<file path="config.mk">
export PLATFORM = sky130hd
export DESIGN_NAME = monopulse_ratio
export DESIGN_NICKNAME = d
export VERILOG_FILES = /design/src/rtl/monopulse_pkg.sv /design/src/rtl/monopulse_divider.sv /design/src/rtl/monopulse_ratio.sv
export SDC_FILE = /design/constraint.sdc
export NUM_CORES = 1
export LEC_CHECK = 0
export CAP_MARGIN = 20
export CORE_MARGIN = 2
export CORE_UTILIZATION = 35
export DETAILED_ROUTE_END_ITERATION = 16
export PLACE_DENSITY_LB_ADDON = 0.25
export SKIP_CTS_REPAIR_TIMING = 1
export SLEW_MARGIN = 20
export SYNTH_ARGS = -nofsm -noshare
export SYNTH_HDL_FRONTEND = slang
export SYNTH_SLANG_ARGS = --single-unit
</file>
<file path="constraint.sdc">
create_clock -name i_clock -period 5.38 [get_ports i_clock]
set_input_delay 1.076 -clock i_clock [delete_from_list [all_inputs] [get_ports i_clock]]
set_output_delay 1.076 -clock i_clock [all_outputs]
set_load 0.005 [all_outputs]
</file>
<file path="src/rtl/monopulse_pkg.sv">
// Shared types and constants for the monopulse ratio engine.
// MONOPULSE_SIGNED_EN selects signed output in the top; the package serves both builds.
package monopulse_pkg;

    typedef enum logic [1:0] {IDLE, DIVIDE, DONE} state_t;

    // Upper bound for saturation constants; callers truncate to DATA_SIZE.
    localparam int MAX_DATA_SIZE = 256;

    function automatic int iter_count(input int data_size, input int frac_bits);
        return data_size + frac_bits;
    endfunction

    function automatic logic [MAX_DATA_SIZE-1:0] sat_max(input int data_size, input bit is_signed);
        logic [MAX_DATA_SIZE-1:0] m;
        m = '0;
        for (int i = 0; i < MAX_DATA_SIZE; i++)
            if (i < data_size - (is_signed ? 1 : 0)) m[i] = 1'b1;
        return m;
    endfunction

endpackage

</file>
<file path="src/rtl/monopulse_divider.sv">
// One channel's restoring divider: (dividend << FRAC_BITS) / divisor, one quotient bit per step.
// Quotient and overflow are presented from the next-step value so the caller can register on the last step.
module monopulse_divider #(
    parameter int DATA_SIZE = 64,
    parameter int FRAC_BITS = 16
) (
    input  logic                 i_clock,
    input  logic                 i_reset,
    input  logic                 i_load,
    input  logic                 i_step,
    input  logic [DATA_SIZE-1:0] i_dividend,
    input  logic [DATA_SIZE-1:0] i_divisor,
    output logic [DATA_SIZE-1:0] o_quotient,
    output logic                 o_overflow
);
    localparam int QW = DATA_SIZE + FRAC_BITS;

    logic [DATA_SIZE-1:0] rem_q, rem_next, div_q;
    logic [DATA_SIZE:0]   rem_shift;
    logic [QW-1:0]        quo_q, quo_next;

    // Remainder stays below the divisor, so it fits DATA_SIZE bits after subtraction.
    always_comb begin
        rem_shift = {rem_q, quo_q[QW-1]};
        if (rem_shift >= {1'b0, div_q}) begin
            rem_next = DATA_SIZE'(rem_shift - {1'b0, div_q});
            quo_next = {quo_q[QW-2:0], 1'b1};
        end else begin
            rem_next = rem_shift[DATA_SIZE-1:0];
            quo_next = {quo_q[QW-2:0], 1'b0};
        end
    end

    always_ff @(posedge i_clock) begin
        if (i_reset) begin
            rem_q <= '0;
            quo_q <= '0;
            div_q <= '0;
        end else if (i_load) begin
            rem_q <= '0;
            quo_q <= QW'(i_dividend) << FRAC_BITS;
            div_q <= i_divisor;
        end else if (i_step) begin
            rem_q <= rem_next;
            quo_q <= quo_next;
        end
    end

    assign o_quotient = quo_next[DATA_SIZE-1:0];

    generate
        if (FRAC_BITS > 0) begin : g_ovf
            assign o_overflow = |quo_next[QW-1:DATA_SIZE];
        end else begin : g_no_ovf
            assign o_overflow = 1'b0;
        end
    endgenerate

endmodule

</file>
<file path="src/rtl/monopulse_ratio.sv">
// Multi-channel |err|/|ref| (or signed err/ref) engine with fixed DATA_SIZE+FRAC_BITS latency.
// Define MONOPULSE_SIGNED_EN for two's-complement output; default build is unsigned magnitude.
module monopulse_ratio
    import monopulse_pkg::*;
#(
    parameter int DATA_SIZE  = 64,
    parameter int FRAC_BITS  = 16,
    parameter int N_CHANNELS = 2
) (
    input  logic                             i_clock,
    input  logic                             i_reset,
    input  logic                             i_valid,
    output logic                             o_ready,
    input  logic [DATA_SIZE-1:0]             i_reference,
    input  logic [N_CHANNELS*DATA_SIZE-1:0]  i_error,
    output logic                             o_valid,
    input  logic                             i_ready,
    output logic [N_CHANNELS*DATA_SIZE-1:0]  o_relation,
    output logic [N_CHANNELS-1:0]            o_div_zero
);
    localparam int ITER = iter_count(DATA_SIZE, FRAC_BITS);
    localparam int CW   = $clog2(ITER + 1);
`ifdef MONOPULSE_SIGNED_EN
    localparam bit SIGNED_EN = 1'b1;
`else
    localparam bit SIGNED_EN = 1'b0;
`endif
    localparam logic [DATA_SIZE-1:0] SAT = DATA_SIZE'(sat_max(DATA_SIZE, SIGNED_EN));

    state_t          state;
    logic [CW-1:0]   cnt;
    logic            ref_zero;
    logic            accept, stepping;
    logic [DATA_SIZE-1:0] ref_mag;

    logic [N_CHANNELS-1:0][DATA_SIZE-1:0] err_mag, quo, res;
    logic [N_CHANNELS-1:0]                ovf;
`ifdef MONOPULSE_SIGNED_EN
    logic                  ref_sign;
    logic [N_CHANNELS-1:0] err_sign;
`endif

    assign accept   = i_valid && (state == IDLE);
    assign stepping = (state == DIVIDE);
    assign o_ready  = (state == IDLE);
    assign o_valid  = (state == DONE);

    // Most-negative input negates to itself, which reads correctly as 2^(DATA_SIZE-1) unsigned.
    assign ref_mag = i_reference[DATA_SIZE-1] ? -i_reference : i_reference;

    generate
        for (genvar k = 0; k < N_CHANNELS; k++) begin : g_ch
            logic [DATA_SIZE-1:0] err_raw, mag;
            assign err_raw    = i_error[k*DATA_SIZE +: DATA_SIZE];
            assign err_mag[k] = err_raw[DATA_SIZE-1] ? -err_raw : err_raw;

            monopulse_divider #(.DATA_SIZE(DATA_SIZE), .FRAC_BITS(FRAC_BITS)) u_div (
                .i_clock    (i_clock),
                .i_reset    (i_reset),
                .i_load     (accept),
                .i_step     (stepping),
                .i_dividend (err_mag[k]),
                .i_divisor  (ref_mag),
                .o_quotient (quo[k]),
                .o_overflow (ovf[k])
            );

`ifdef MONOPULSE_SIGNED_EN
            logic neg;
            always_comb begin
                mag = quo[k];
                if (ovf[k] || quo[k][DATA_SIZE-1] || ref_zero) mag = SAT;
                // Zero reference keeps the error's sign; a zero magnitude is always +0.
                neg = (ref_zero ? err_sign[k] : (err_sign[k] ^ ref_sign)) && (mag != '0);
            end
            assign res[k] = neg ? -mag : mag;
`else
            always_comb begin
                mag = quo[k];
                if (ovf[k] || ref_zero) mag = SAT;
            end
            assign res[k] = mag;
`endif
        end
    endgenerate

    always_ff @(posedge i_clock) begin
        if (i_reset) begin
            state      <= IDLE;
            cnt        <= '0;
            ref_zero   <= 1'b0;
            o_relation <= '0;
            o_div_zero <= '0;
`ifdef MONOPULSE_SIGNED_EN
            ref_sign   <= 1'b0;
            err_sign   <= '0;
`endif
        end else begin
            case (state)
                IDLE: if (i_valid) begin
                    state    <= DIVIDE;
                    cnt      <= CW'(ITER - 1);
                    ref_zero <= (i_reference == '0);
`ifdef MONOPULSE_SIGNED_EN
                    ref_sign <= i_reference[DATA_SIZE-1];
                    for (int k = 0; k < N_CHANNELS; k++)
                        err_sign[k] <= i_error[k*DATA_SIZE + DATA_SIZE - 1];
`endif
                end
                DIVIDE: begin
                    if (cnt == '0) begin
                        o_relation <= res;
                        o_div_zero <= {N_CHANNELS{ref_zero}};
                        state      <= DONE;
                    end else begin
                        cnt <= cnt - 1'b1;
                    end
                end
                DONE: if (i_ready) state <= IDLE;
                default: state <= IDLE;
            endcase
        end
    end

endmodule

</file>
==> metrics list <==
* Via Count: 28600
* Area grow syn2layout: 20.6%
- Launch point of the worst reg-to-reg path: g_ch[0].u_div.div_q[6]
- Counting every net in the synthesized netlist gives 4281.
- IR drop worst, VDD: between 0.2 and 0.25 mV
- Leaving out filler cells and counting taps, the final layout contains 5312.
* Number of cells produced by synthesis: 3950
- Worst max-slew margin expressed relative to the limit: 0.292
* Max-cap check violation count: 0
* Final sum of negative setup slack: 0 ps
- For the worst setup path, the data arrival time is 5110 ps.
* TritonCTS Buffers: 54
- Type of the worst setup path: primary input to flop
- Final setup violation count: 0
* Top-count cell post-synth: sky130_fd_sc_hd__nor2_1
- Vias in the first global route: 27200
* Maximum buffer depth of the clock tree: 3
- Of the available clock period, the critical path in the final layout requires 0.866.
- Summed over all instances, the cell type with the most area after synthesis is sky130_fd_sc_hd__dfxtp_1.
* Mean Syn Cell Area: 7.56 µm²
- In this run the cell area of the synthesized design comes to 29800 µm².
* Number of cells after detailed placement: 5204
* Clock tree from TritonCTS: done
- Synthesis-stage register bit count: 491
* Proportion of synthesized flip-flops having asynchronous set or reset: 0
- Setup slack on the worst reg-to-reg path comes out at 770 ps.
- Port Buffer Count: about 330
- The clock tree synthesis step divided the H-tree into 2 levels.
- Proportion of synthesized chip area in sequential cells: 0.329
- Clock Tree Root: sky130_fd_sc_hd__clkbuf_16
* Aggregate routed wire length: just under 100000 µm
* Maximum clock skew at final layout: approximately 26 ps
- Residual overflow from global routing: 0
* Hold-critical path depth: 2
- Of the post-synthesis cell area, the dominant cell type holds 0.329.
- Commonest cells in the synthesized netlist: sky130_fd_sc_hd__nor2_1, sky130_fd_sc_hd__dfxtp_1, sky130_fd_sc_hd__nand2_1, sky130_fd_sc_hd__a21oi_1, sky130_fd_sc_hd__clkbuf_1
* Class of the tightest hold or removal check: flop to flop
- Using the TritonRoute via totals, the vias-per-cell ratio works out to 5.39.
- Highest attainable clock frequency: 215 MHz
* Number of top-level pins: 328
- Count of nets after finishing: about 4400
- For this run, design rule violations remaining after detail routing come to 0.
- Detailed placement ended at an HPWL of 70800 µm.
- For the worst flop-to-flop path, the logic depth is 17.
* RR Endpoint: g_ch[0].u_div.rem_q[49]
* Run status: completed
- Proportion of layout cells with a drive suffix above 1: 0.0459
- Dividing total power by cell area gives a power density of 363 nW/µm².
* Die Span X: just under 300 µm
* Maximum number of pins on one net before global-route repair: 180
- Worst hold endpoint: g_ch[0].u_div.quo_q[10]
- Sort of element at the end of the critical path: flop
* Critical Path RT: approximately 5800 ps
* Critical-path maximum fanout: 6
* Number of antenna violations at the first check in global routing: 21
- In the synthesized netlist the dominant register cell turns out to be sky130_fd_sc_hd__dfxtp_1.
* Min Clock Period, post-route: 4660 ps
* Wirelength per Cell: 18.2 µm
- Count of unique library cells instantiated by Yosys: 72
* First-pass detailed-route iteration total: 6
* Full die area: about 88000 µm²
* Number of placement rows: 107
* Initial DRC count: 1856
- Summed over all cells, the static leakage comes to between 10 and 15 nW.
* Placeable core region: 84900 µm²
* Number of pins with negative max-slew slack in the final report: 0
- Remaining number of nets flagged by the antenna check after routing: 0
- Routability-driven placement finished with a final weighted congestion of 0.894.
* Clock slew seen by the registers of the worst setup and hold paths: ~60 ps
* Transition at the pin with the smallest max-transition slack: 1060 ps
* Fillcell total: 8846
- Clock Sink Count: 491
- Wire length of the first global-routing pass: 152000 µm
* Launch point of the worst hold path: g_ch[0].u_div.quo_q[9]
* Number of enable-type register cells in the synthesized netlist: 0
- By area the synthesized netlist is led by sky130_fd_sc_hd__dfxtp_1, sky130_fd_sc_hd__nor2_1, sky130_fd_sc_hd__a21oi_1.
- Synth warn: 0
* Initial core utilization: 0.352
- Setup repair after global routing left no endpoint under its margin.
* Startpoint type of the worst setup path: primary input
* Final count of hold timing violations: 0
* Worst skew pair latency: 630 ps
* Die Y: between 200 and 300 µm
- GR Util All Layers: 0.215
[worst max path at each step]
stage                                  startpoint                       to  slack, ps
after CTS                          i_reference[9]  g_ch[0].u_div.div_q[61]        750
after floorplan                    i_reference[8]  g_ch[0].u_div.div_q[61]        900
after global routing      g_ch[1].u_div.quo_q[79]  g_ch[1].u_div.rem_q[48]        570
after detailed placement           i_reference[9]  g_ch[0].u_div.div_q[61]        110
final                              i_reference[9]  g_ch[0].u_div.div_q[61]        720
after global placement             i_reference[8]  g_ch[0].u_div.div_q[61]        120
[flip-flops by register name, summed over array words and instances (netlist names)]
| name | flops |
|---|---|
| g_ch.u_div.rem_q | 128 |
| o_div_zero | 1 |
| g_ch.u_div.quo_q | 160 |
| ref_zero | 1 |
| state | 2 |
| g_ch.u_div.div_q | 64 |
| cnt | 7 |
| o_relation | 128 |
[cells in the final DEF, fill, tap and decap left out, drive strengths merged, types with 40 or more instances in the layout]
cell type	count
a211oi	131
xnor2	180
nand3	43
nand2	408
a21o	81
o21ai	210
buf	54
a22oi	120
nor3	200
clkdlybuf4s50	323
clkbuf	72
nor2	528
o31ai	71
a21oi	382
or4	41
xor2	112
nand4	40
ha	133
dfxtp	491
inv	121
[final cells by class]
type | count | area (µm²) | area share
antenna | 8 | 20.0 | 0.000556
clock buffer | 72 | 1540 | 0.0428
clock inverter | 28 | 387 | 0.0107
inverter | 118 | 443 | 0.0123
multi-input combinational | 3074 | 18600 | 0.518
sequential | 491 | 9830 | 0.273
tap | 1144 | 1430 | 0.0398
timing repair buffer | 377 | 3710 | 0.103
[per-stage QoR]
stage | area, µm² | setup slack, ps | util | hold slack, ps | power (W)
detailed placement | 34100 | 107 | 0.401 | 460 | 0.00909
floorplan | 29800 | 902 | - | 444 | 0.00762
finish | 36000 | 723 | 0.424 | 465 | 0.0131
global route | 36000 | 568 | 0.424 | 487 | 0.0139
global placement | 34100 | 122 | 0.401 | 456 | 0.00909
CTS | 36000 | 751 | 0.424 | 466 | 0.0131
[layer usage]
metal  share of wire  track usage  vias to the layer above
met3           0.068       0.0528                      161
met1            0.46        0.288                    13400
met5          0.0020            0                        -
met4           0.026       0.0558                       32
met2            0.45        0.344                      625
li1                -            -                    14400
[where the power goes]
| part | internal [W] | total (W) | leakage (nW) | switching [W] |
|---|---|---|---|---|
| clock | 0.00236 | 0.00400 | 0.934 | 0.00164 |
| combinational | 0.00195 | 0.00486 | 8.92 | 0.00291 |
| sequential | 0.00398 | 0.00422 | 4.01 | 0.000247 |
| total | 0.00829 | 0.0131 | 13.9 | 0.00480 |
[worst max-delay path, stage by stage]
cell and delay (ps):
sky130_fd_sc_hd__clkdlybuf4s50_1 440, sky130_fd_sc_hd__or4_4 560, sky130_fd_sc_hd__or4_4 500, sky130_fd_sc_hd__or3_4 390, sky130_fd_sc_hd__nor3_2 140, sky130_fd_sc_hd__nand2_1 220
sky130_fd_sc_hd__or4_4 500, sky130_fd_sc_hd__or4_4 480, sky130_fd_sc_hd__or3_4 380, sky130_fd_sc_hd__o31ai_4 180, sky130_fd_sc_hd__xor2_1 150, sky130_fd_sc_hd__a211oi_1 80
[logic make-up after synthesis]
kind of cell / Yosys count / synth area share
buffers and inverters: 385 / 0.0487
adders and majority gates: 135 / 0.0571
muxes: 40 / 0.0136
xor gates and xnor gates: 292 / 0.0857
AOI/OAI and AO/OA: 1185 / 0.251
DFF: 491 / 0.329
and+or+nand+nor: 1422 / 0.214
Power figures use the tool's default switching activity.
